`config.mk`:
```
export PLATFORM = sky130hd
export DESIGN_NAME = debug_sequencer_flat
export DESIGN_NICKNAME = d
export VERILOG_FILES = /design/src/rtl/debug_seq_pkg.sv /design/src/rtl/debug_sequencer_if.sv /design/src/rtl/debug_ack_timer.sv /design/src/rtl/debug_sequencer.sv /design/src/flat_wrapper.sv
export SDC_FILE = /design/constraint.sdc
export NUM_CORES = 1
export LEC_CHECK = 0
export CAP_MARGIN = 20
export CELL_PAD_IN_SITES_DETAIL_PLACEMENT = 2
export CELL_PAD_IN_SITES_GLOBAL_PLACEMENT = 2
export CORE_AREA = 2 2 99 101
export CTS_CLUSTER_SIZE = 30
export DETAILED_ROUTE_END_ITERATION = 12
export DIE_AREA = 0 0 101 103
export PLACE_DENSITY = 0.9
export SLEW_MARGIN = 40
export SYNTH_ARGS = -nofsm -noshare
export SYNTH_HDL_FRONTEND = slang
export SYNTH_SLANG_ARGS = --single-unit
```
`constraint.sdc`:
```
create_clock -name CLK -period 4.5 [get_ports CLK]
set_input_delay 0.9 -clock CLK [delete_from_list [all_inputs] [get_ports CLK]]
set_output_delay 0.9 -clock CLK [all_outputs]
set_load 0.03 [all_outputs]
```
`src/rtl/debug_seq_pkg.sv`:
```
// Shared types for the debug-port sequencer:
// op codes, register selects, FSM states, strobe bundle.
package debug_seq_pkg;

  localparam int ACK_TIMEOUT_DEF = 64;

  typedef enum logic [2:0] {
    OP_WR_MEM = 3'd0,
    OP_RD_MEM = 3'd1,
    OP_WR_A   = 3'd2,
    OP_WR_B   = 3'd3,
    OP_WR_PC  = 3'd4,
    OP_WR_OUT = 3'd5,
    OP_RD_REG = 3'd6,
    OP_CLEAR  = 3'd7
  } op_e;

  localparam logic [2:0] SEL_A = 3'd0;
  localparam logic [2:0] SEL_B = 3'd1;
  localparam logic [2:0] SEL_C = 3'd2;
  localparam logic [2:0] SEL_I = 3'd3;
  localparam logic [2:0] SEL_E = 3'd4;

  typedef enum logic [2:0] {
    S_IDLE,
    S_ACQ,
    S_X1,
    S_X2,
    S_RSP,
    S_REL
  } state_e;

  typedef struct packed {
    logic [7:0] data;
    logic clr;
    logic ri;
    logic ain;
    logic bin;
    logic oin;
    logic jn;
    logic min;
    logic don;
    logic aon;
    logic bon;
    logic ion;
    logic con;
    logic eon;
    logic ron;
  } dbg_t;

  localparam dbg_t DBG_OFF = '{
    data: 8'h00, clr: 1'b0, ri: 1'b0,
    ain: 1'b1, bin: 1'b1, oin: 1'b1,
    jn: 1'b1, min: 1'b1, don: 1'b1,
    aon: 1'b1, bon: 1'b1, ion: 1'b1,
    con: 1'b1, eon: 1'b1, ron: 1'b1
  };

  function automatic logic sel_ok(logic [7:0] addr);
    return addr[2:0] <= SEL_E;
  endfunction

  function automatic logic two_step(op_e op);
    return op == OP_WR_MEM || op == OP_RD_MEM;
  endfunction

  // Strobe pattern for one execute step of a latched command.
  function automatic dbg_t step_out(
    state_e     st,
    op_e        op,
    logic [7:0] addr,
    logic [7:0] data
  );
    dbg_t d;
    d = DBG_OFF;
    unique case (1'b1)
      st == S_X1: begin
        unique case (op)
          OP_WR_MEM, OP_RD_MEM: begin
            d.data = addr;
            d.don  = 1'b0;
            d.min  = 1'b0;
          end
          OP_WR_A: begin
            d.data = data;
            d.don  = 1'b0;
            d.ain  = 1'b0;
          end
          OP_WR_B: begin
            d.data = data;
            d.don  = 1'b0;
            d.bin  = 1'b0;
          end
          OP_WR_PC: begin
            d.data = data;
            d.don  = 1'b0;
            d.jn   = 1'b0;
          end
          OP_WR_OUT: begin
            d.data = data;
            d.don  = 1'b0;
            d.oin  = 1'b0;
          end
          OP_RD_REG: begin
            case (addr[2:0])
              SEL_A:   d.aon = 1'b0;
              SEL_B:   d.bon = 1'b0;
              SEL_C:   d.con = 1'b0;
              SEL_I:   d.ion = 1'b0;
              SEL_E:   d.eon = 1'b0;
              default: d.aon = 1'b1;
            endcase
          end
          OP_CLEAR: d.clr = 1'b1;
        endcase
      end
      st == S_X2: begin
        if (op == OP_WR_MEM) begin
          d.data = data;
          d.don  = 1'b0;
          d.ri   = 1'b1;
        end
        if (op == OP_RD_MEM) d.ron = 1'b0;
      end
      default: d = DBG_OFF;
    endcase
    return d;
  endfunction

endpackage

```
`src/rtl/debug_sequencer_if.sv`:
```
// Host-side command/response handshake of the
// debug sequencer, plus the keep-frozen HOLD level.
interface debug_sequencer_if;
  logic       CMD_VALID;
  logic       CMD_READY;
  logic [2:0] CMD_OP;
  logic [7:0] CMD_ADDR;
  logic [7:0] CMD_DATA;
  logic       HOLD;
  logic       RSP_VALID;
  logic [7:0] RSP_DATA;
  logic       RSP_ERR;

  modport master (
    output CMD_VALID, CMD_OP, CMD_ADDR,
    output CMD_DATA, HOLD,
    input  CMD_READY, RSP_VALID,
    input  RSP_DATA, RSP_ERR
  );

  modport slave (
    input  CMD_VALID, CMD_OP, CMD_ADDR,
    input  CMD_DATA, HOLD,
    output CMD_READY, RSP_VALID,
    output RSP_DATA, RSP_ERR
  );
endinterface

```
`src/rtl/debug_ack_timer.sv`:
```
// Bounded wait counter for the DEBUG_ACK handshake;
// expired is high during the LIMIT-th enabled cycle.
module debug_ack_timer #(
  parameter int LIMIT = 64
) (
  input  logic CLK,
  input  logic RESETn,
  input  logic load,
  input  logic en,
  output logic expired
);
  localparam int W = $clog2(LIMIT + 1);

  logic [W-1:0] cnt;

  assign expired = (cnt == W'(LIMIT - 1));

  always_ff @(posedge CLK or negedge RESETn) begin
    if (!RESETn) begin
      cnt <= '0;
    end else if (load) begin
      cnt <= '0;
    end else if (en && !expired) begin
      cnt <= cnt + 1'b1;
    end
  end
endmodule

```
`src/rtl/debug_sequencer.sv`:
```
// Owns the core debug port: acquires the core,
// drives one strobe pattern per command, responds once.
module debug_sequencer
  import debug_seq_pkg::*;
#(
  parameter int ACK_TIMEOUT = ACK_TIMEOUT_DEF
) (
  input  logic       CLK,
  input  logic       RESETn,
  debug_sequencer_if.slave cmd,
  output logic       DEBUG_REQUEST,
  input  logic       DEBUG_ACK,
  output logic [7:0] DEBUG_DATA,
  output logic       D_CLR,
  output logic       D_HLT,
  output logic       D_CE,
  output logic       D_SU,
  output logic       D_RI,
  output logic       D_AIn,
  output logic       D_BIn,
  output logic       D_OIn,
  output logic       D_IIn,
  output logic       D_Jn,
  output logic       D_FIn,
  output logic       D_MIn,
  output logic       D_DOn,
  output logic       D_AOn,
  output logic       D_BOn,
  output logic       D_IOn,
  output logic       D_COn,
  output logic       D_EOn,
  output logic       D_ROn,
  output logic       D_NOn,
  input  logic [7:0] BUS
);
  state_e     state;
  op_e        op_q;
  logic [7:0] addr_q;
  logic [7:0] data_q;
  dbg_t       dbg;
  logic       req;
  logic       rsp_valid;
  logic       rsp_err;
  logic [7:0] rsp_data;

  op_e  op_in;
  logic accept;
  logic bad_sel;
  logic tmr_en;
  logic expired;

  assign op_in   = op_e'(cmd.CMD_OP);
  assign accept  = cmd.CMD_VALID && (state == S_IDLE);
  assign bad_sel = (op_in == OP_RD_REG) &&
                   !sel_ok(cmd.CMD_ADDR);
  assign tmr_en  = (state == S_ACQ) || (state == S_REL);

  debug_ack_timer #(
    .LIMIT (ACK_TIMEOUT)
  ) u_timer (
    .CLK     (CLK),
    .RESETn  (RESETn),
    .load    (!tmr_en),
    .en      (tmr_en),
    .expired (expired)
  );

  always_ff @(posedge CLK or negedge RESETn) begin
    if (!RESETn) begin
      state     <= S_IDLE;
      op_q      <= OP_WR_MEM;
      addr_q    <= 8'h00;
      data_q    <= 8'h00;
      dbg       <= DBG_OFF;
      req       <= 1'b0;
      rsp_valid <= 1'b0;
      rsp_err   <= 1'b0;
      rsp_data  <= 8'h00;
    end else begin
      dbg       <= DBG_OFF;
      rsp_valid <= 1'b0;
      unique case (state)
        S_IDLE: begin
          req <= cmd.HOLD;
          if (accept) begin
            op_q   <= op_in;
            addr_q <= cmd.CMD_ADDR;
            data_q <= cmd.CMD_DATA;
            if (bad_sel) begin
              state     <= S_RSP;
              rsp_valid <= 1'b1;
              rsp_err   <= 1'b1;
              rsp_data  <= 8'h00;
            end else if (DEBUG_ACK) begin
              state <= S_X1;
              req   <= 1'b1;
              dbg   <= step_out(S_X1, op_in,
                                cmd.CMD_ADDR,
                                cmd.CMD_DATA);
            end else begin
              state <= S_ACQ;
              req   <= 1'b1;
            end
          end
        end
        S_ACQ: begin
          if (DEBUG_ACK) begin
            state <= S_X1;
            dbg   <= step_out(S_X1, op_q,
                              addr_q, data_q);
          end else if (expired) begin
            state     <= S_RSP;
            rsp_valid <= 1'b1;
            rsp_err   <= 1'b1;
            rsp_data  <= 8'h00;
          end
        end
        S_X1: begin
          if (!DEBUG_ACK) begin
            state     <= S_RSP;
            rsp_valid <= 1'b1;
            rsp_err   <= 1'b1;
            rsp_data  <= 8'h00;
          end else if (two_step(op_q)) begin
            state <= S_X2;
            dbg   <= step_out(S_X2, op_q,
                              addr_q, data_q);
          end else begin
            state     <= S_RSP;
            rsp_valid <= 1'b1;
            rsp_err   <= 1'b0;
            rsp_data  <= (op_q == OP_RD_REG) ?
                         BUS : 8'h00;
          end
        end
        S_X2: begin
          state     <= S_RSP;
          rsp_valid <= 1'b1;
          if (!DEBUG_ACK) begin
            rsp_err  <= 1'b1;
            rsp_data <= 8'h00;
          end else begin
            rsp_err  <= 1'b0;
            rsp_data <= (op_q == OP_RD_MEM) ?
                        BUS : 8'h00;
          end
        end
        S_RSP: state <= S_REL;
        // Hand the core back unless the host keeps it frozen.
        S_REL: begin
          if (cmd.HOLD) begin
            req   <= 1'b1;
            state <= S_IDLE;
          end else begin
            req <= 1'b0;
            if (!DEBUG_ACK || expired) state <= S_IDLE;
          end
        end
        default: state <= S_IDLE;
      endcase
    end
  end

  assign cmd.CMD_READY = (state == S_IDLE);
  assign cmd.RSP_VALID = rsp_valid;
  assign cmd.RSP_DATA  = rsp_data;
  assign cmd.RSP_ERR   = rsp_err;

  assign DEBUG_REQUEST = req;
  assign DEBUG_DATA    = dbg.data;
  assign D_CLR = dbg.clr;
  assign D_RI  = dbg.ri;
  assign D_AIn = dbg.ain;
  assign D_BIn = dbg.bin;
  assign D_OIn = dbg.oin;
  assign D_Jn  = dbg.jn;
  assign D_MIn = dbg.min;
  assign D_DOn = dbg.don;
  assign D_AOn = dbg.aon;
  assign D_BOn = dbg.bon;
  assign D_IOn = dbg.ion;
  assign D_COn = dbg.con;
  assign D_EOn = dbg.eon;
  assign D_ROn = dbg.ron;
  assign D_HLT = 1'b0;
  assign D_CE  = 1'b0;
  assign D_SU  = 1'b0;
  assign D_IIn = 1'b1;
  assign D_FIn = 1'b1;
  assign D_NOn = 1'b1;
endmodule

```
`src/flat_wrapper.sv`:
```
// flat-port wrapper written by rule: the top's interface ports become plain ports
module debug_sequencer_flat import debug_seq_pkg::*;
#(
  parameter int ACK_TIMEOUT = ACK_TIMEOUT_DEF
)
  (CLK, RESETn, DEBUG_REQUEST, DEBUG_ACK, DEBUG_DATA, D_CLR, D_HLT, D_CE, D_SU, D_RI, D_AIn, D_BIn, D_OIn, D_IIn, D_Jn, D_FIn, D_MIn, D_DOn, D_AOn, D_BOn, D_IOn, D_COn, D_EOn, D_ROn, D_NOn, BUS, cmd_CMD_VALID, cmd_CMD_OP, cmd_CMD_ADDR, cmd_CMD_DATA, cmd_HOLD, cmd_CMD_READY, cmd_RSP_VALID, cmd_RSP_DATA, cmd_RSP_ERR);
  debug_sequencer_if cmd_i ();
  input  logic CLK;
  input  logic RESETn;
  output logic DEBUG_REQUEST;
  input  logic DEBUG_ACK;
  output logic [7:0] DEBUG_DATA;
  output logic D_CLR;
  output logic D_HLT;
  output logic D_CE;
  output logic D_SU;
  output logic D_RI;
  output logic D_AIn;
  output logic D_BIn;
  output logic D_OIn;
  output logic D_IIn;
  output logic D_Jn;
  output logic D_FIn;
  output logic D_MIn;
  output logic D_DOn;
  output logic D_AOn;
  output logic D_BOn;
  output logic D_IOn;
  output logic D_COn;
  output logic D_EOn;
  output logic D_ROn;
  output logic D_NOn;
  input  logic [7:0] BUS;
  input wire logic [$bits(cmd_i.CMD_VALID)-1:0] cmd_CMD_VALID;
  input wire logic [$bits(cmd_i.CMD_OP)-1:0] cmd_CMD_OP;
  input wire logic [$bits(cmd_i.CMD_ADDR)-1:0] cmd_CMD_ADDR;
  input wire logic [$bits(cmd_i.CMD_DATA)-1:0] cmd_CMD_DATA;
  input wire logic [$bits(cmd_i.HOLD)-1:0] cmd_HOLD;
  output wire logic [$bits(cmd_i.CMD_READY)-1:0] cmd_CMD_READY;
  output wire logic [$bits(cmd_i.RSP_VALID)-1:0] cmd_RSP_VALID;
  output wire logic [$bits(cmd_i.RSP_DATA)-1:0] cmd_RSP_DATA;
  output wire logic [$bits(cmd_i.RSP_ERR)-1:0] cmd_RSP_ERR;
  assign cmd_i.CMD_VALID = cmd_CMD_VALID;
  assign cmd_i.CMD_OP = cmd_CMD_OP;
  assign cmd_i.CMD_ADDR = cmd_CMD_ADDR;
  assign cmd_i.CMD_DATA = cmd_CMD_DATA;
  assign cmd_i.HOLD = cmd_HOLD;
  assign cmd_CMD_READY = cmd_i.CMD_READY;
  assign cmd_RSP_VALID = cmd_i.RSP_VALID;
  assign cmd_RSP_DATA = cmd_i.RSP_DATA;
  assign cmd_RSP_ERR = cmd_i.RSP_ERR;
  debug_sequencer #(.ACK_TIMEOUT(ACK_TIMEOUT)) u_core (.CLK(CLK), .RESETn(RESETn), .cmd(cmd_i), .DEBUG_REQUEST(DEBUG_REQUEST), .DEBUG_ACK(DEBUG_ACK), .DEBUG_DATA(DEBUG_DATA), .D_CLR(D_CLR), .D_HLT(D_HLT), .D_CE(D_CE), .D_SU(D_SU), .D_RI(D_RI), .D_AIn(D_AIn), .D_BIn(D_BIn), .D_OIn(D_OIn), .D_IIn(D_IIn), .D_Jn(D_Jn), .D_FIn(D_FIn), .D_MIn(D_MIn), .D_DOn(D_DOn), .D_AOn(D_AOn), .D_BOn(D_BOn), .D_IOn(D_IOn), .D_COn(D_COn), .D_EOn(D_EOn), .D_ROn(D_ROn), .D_NOn(D_NOn), .BUS(BUS));
endmodule
```
==> results.sh <==
export IMPL_cts_path_max_buffers=2
export IMPL_cts_tree="built"
export IMPL_rsz0062_at_grt="false"
export IMPL_swShare=0.3988
export IMPL_drtIter0Drc=84
export IMPL_dp_hpwl_mm=6.365
export IMPL_synthCells=285
export IMPL_cts_root_buf="clkbuf_8"
export IMPL_grt_pass1_vias=2690
export IMPL_p_comb_frac=0.399
export IMPL_clk_pin_slew_ps=80
export IMPL_final_antenna_net_count=0
export IMPL_final_setup_viol_count=0
export IMPL_row_count=36
export IMPL_maxSlewViolCount=0
export IMPL_ys_ff_latch=62
export IMPL_hp_start="u_core.cmd.RSP_DATA[2]"
export IMPL_max_freq_mhz=302.8
export IMPL_nets=375
export IMPL_arrival_ps=2400
export IMPL_drc=0
export IMPL_ctsResizeCount=0
export IMPL_coreArea_sq_mm=0.009459
export IMPL_die_h_um=103
export IMPL_synth_area_sq_mm=0.003085
export IMPL_grt_pass1_wl_mm=14.72
export IMPL_hold_viol=0
export IMPL_antennaDiodeCount=0
export IMPL_initial_core_util=0.3262
export IMPL_setup_slack_ps=1197
export IMPL_hold_class="flop to flop"
export IMPL_vias=2541
export IMPL_power_density_mw_per_mm2=611.8
export IMPL_worstPathMaxFanout=21
export IMPL_yosysUniqueCellTypes=53
export IMPL_cp_start_kind="flop"
export IMPL_p_seq_frac=0.404
export IMPL_final_cell_area_sq_mm=0.003979
export IMPL_area_delta_synth_final_pct=28.95
export IMPL_dp_slack_ps=1207
export IMPL_ctsHoldBuffers=0
export IMPL_wl_mm=8.861
export IMPL_status="finished, final reports clean"
export IMPL_drtPass1Iterations=4
export IMPL_critPathKind="flop to primary output"
export IMPL_worstPathRequired_ps=3600
export IMPL_cts_buffers_inserted=9
export IMPL_worstReg2RegEnd="u_core.cmd.RSP_DATA[2]"
export IMPL_gp_congestion=0.8133
export IMPL_reg2reg_from="u_core.state[0]"
export IMPL_drive_gt1_frac=0.1470
export IMPL_whs_endpoint="u_core.cmd.RSP_DATA[2]"
export IMPL_power_mw=2.434
export IMPL_avgViaCountPerCell=5.512
export IMPL_period_needed_ps=3303
export IMPL_worstHoldPathCells=1
export IMPL_dp_cells=445
export IMPL_numClockSinks=62
export IMPL_worst_slew_pin_slew_ps=786.1
export IMPL_cp_end_kind="primary output"
export IMPL_groute_usage_overall=0.1853
export IMPL_final_cells=461
export IMPL_cpPeakStageDelay_ps=710
export IMPL_clk_latency_ps=350
export IMPL_max_slew_margin_rel=0.4740
export IMPL_fin_tns_setup_ps=0
export IMPL_grt_max_degree=34
export IMPL_peakVddDrop_v=0.0001515
export IMPL_cp_slowest_cell="clkdlybuf4s50_1"
export IMPL_placed_area_sq_mm=0.003789
export IMPL_syn_avg_cell_area_sq_um=10.83
export IMPL_io_pins=72
export IMPL_antenna_found_initial=0
export IMPL_final_common_cell="clkdlybuf4s50_1"
export IMPL_ff2ff_path_depth=4
export IMPL_critPathTopFamily="buffers and inverters"
export IMPL_path_buf_inv=2
export IMPL_p_switching_mw=0.9709
export IMPL_clkPwrFrac=0.197
export IMPL_power_leakage_nw=1.637
export IMPL_grt_overflow=0
export IMPL_ys_flop_type="dfrtp_1"
export IMPL_drv_cap=0
export IMPL_async_flop_share=1.000
export IMPL_synth_edff_count=0
export IMPL_yosys_warnings=0
export IMPL_wl_per_cell_um=19.22
export IMPL_port_buffers=65
export IMPL_die_area_sq_mm=0.01040
export IMPL_crit_start="u_core.state[0]"
export IMPL_die_w_um=101
export IMPL_layout_common_cells="clkdlybuf4s50_1 (64), dfrtp_1 (50), nor2_1 (22)"
export IMPL_finalCritPeriodShare=0.7340
export IMPL_internal_power_mw=1.464
export IMPL_post_cts_buffers=0
export IMPL_yosysSeqAreaShare=0.5077
export IMPL_skew_ps=17.11
export IMPL_worstPathCellList="or3_1 -> inv_1 -> clkdlybuf4s50_1"
export IMPL_h_tree_depth=3
export IMPL_regToRegSetupSlack_ps=1960
-- synth_stat cells (4+ instances only) --
cell / instances / share of area
inv_1: 6 / 0.0073
buf_4: 6 / 0.015
a22o_1: 8 / 0.023
dfrtp_1: 50 / 0.41
nor3_1: 5 / 0.0081
nand2b_1: 5 / 0.010
a2bb2oi_1: 8 / 0.023
a221o_1: 8 / 0.026
nor2b_1: 4 / 0.0081
and3_1: 5 / 0.010
dfstp_2: 12 / 0.10
clkbuf_1: 15 / 0.018
mux2_2: 18 / 0.066
nand3_1: 6 / 0.0097
nor4_1: 5 / 0.010
mux2i_1: 9 / 0.029
o21ai_0: 19 / 0.031
a31oi_1: 4 / 0.0081
nor2_1: 22 / 0.027
o221ai_1: 4 / 0.011
nand2_1: 9 / 0.011
-- power by group through the flow --
stage / clock (mW) / combinational, mW / sequential, mW
floorplan: 0 / 0.544 / 1.04
global placement: 0 / 0.936 / 0.967
detailed placement: 0 / 0.980 / 0.992
CTS: 0.494 / 0.985 / 0.984
global route: 0.516 / 1.06 / 1.02
finish: 0.480 / 0.972 / 0.983
-- final cells by class --
type                            instances  area [sq um]
Multi-Input combinational cell        195          1389
Clock inverter                          6         62.56
Timing Repair Buffer                   68         668.1
Tap cell                              114         142.6
Clock buffer                           10         127.6
Inverter                                6         22.52
Sequential cell                        62          1567
Fill cell                            1006          5480
-- registers in the layout (all words and copies together) (netlist names), 3 cells and up --
| name | flops |
|---|---|
| u_core.op_q | 3 |
| u_core.addr_q | 8 |
| u_core.u_timer.cnt | 7 |
| u_core.DEBUG_DATA | 8 |
| u_core.state | 3 |
| u_core.data_q | 8 |
| u_core.cmd.RSP_DATA | 8 |
-- per-layer routing --
layer / routed length, um / part of all wire / GRT usage
met5: 0 / 0 / 0
met4: 90 / 0.010 / 0.05613
met3: 270 / 0.030 / 0.02780
met2: 4512 / 0.51 / 0.3128
met1: 3987 / 0.45 / 0.2477
-- cell families after synthesis --
kind of cell	after synthesis	synth area share
and+or+nand+nor	85	0.1586
muxes	27	0.09489
other	2	0.002434
xor gates and xnor gates	4	0.01136
DFF	62	0.5077
buffers and inverters	32	0.04704
AOI/OAI and AO/OA	72	0.1740
adders and majority gates	1	0.004055
-- worst max-delay path by stage --
stage / end / slack [ps] / depth (start not counted)
detailed placement: u_core.cmd.RSP_DATA[7] / 1210 / 5
CTS: cmd_CMD_READY / 1140 / 3
global route: cmd_CMD_READY / 1060 / 3
finish: cmd_CMD_READY / 1200 / 3
global placement: u_core.cmd.RSP_DATA[4] / 1310 / 5
floorplan: u_core.cmd.RSP_DATA[0] / 2170 / 7
-- worst reg2reg max path: stages, from the launching register on --
cell     delay (ps)
dfrtp_1         630
or4b_4          800
or3_1           450
o311a_1         250
a22o_1          280
-- through the flow --
stage	utilization	hold slack, ps
CTS	0.4206	519.4
floorplan	-	469.4
global placement	0.4005	480.8
global route	0.4206	536.7
finish	0.4206	512.1
detailed placement	0.4005	501.1
No activity file was read; power rests on OpenSTA's default activity.
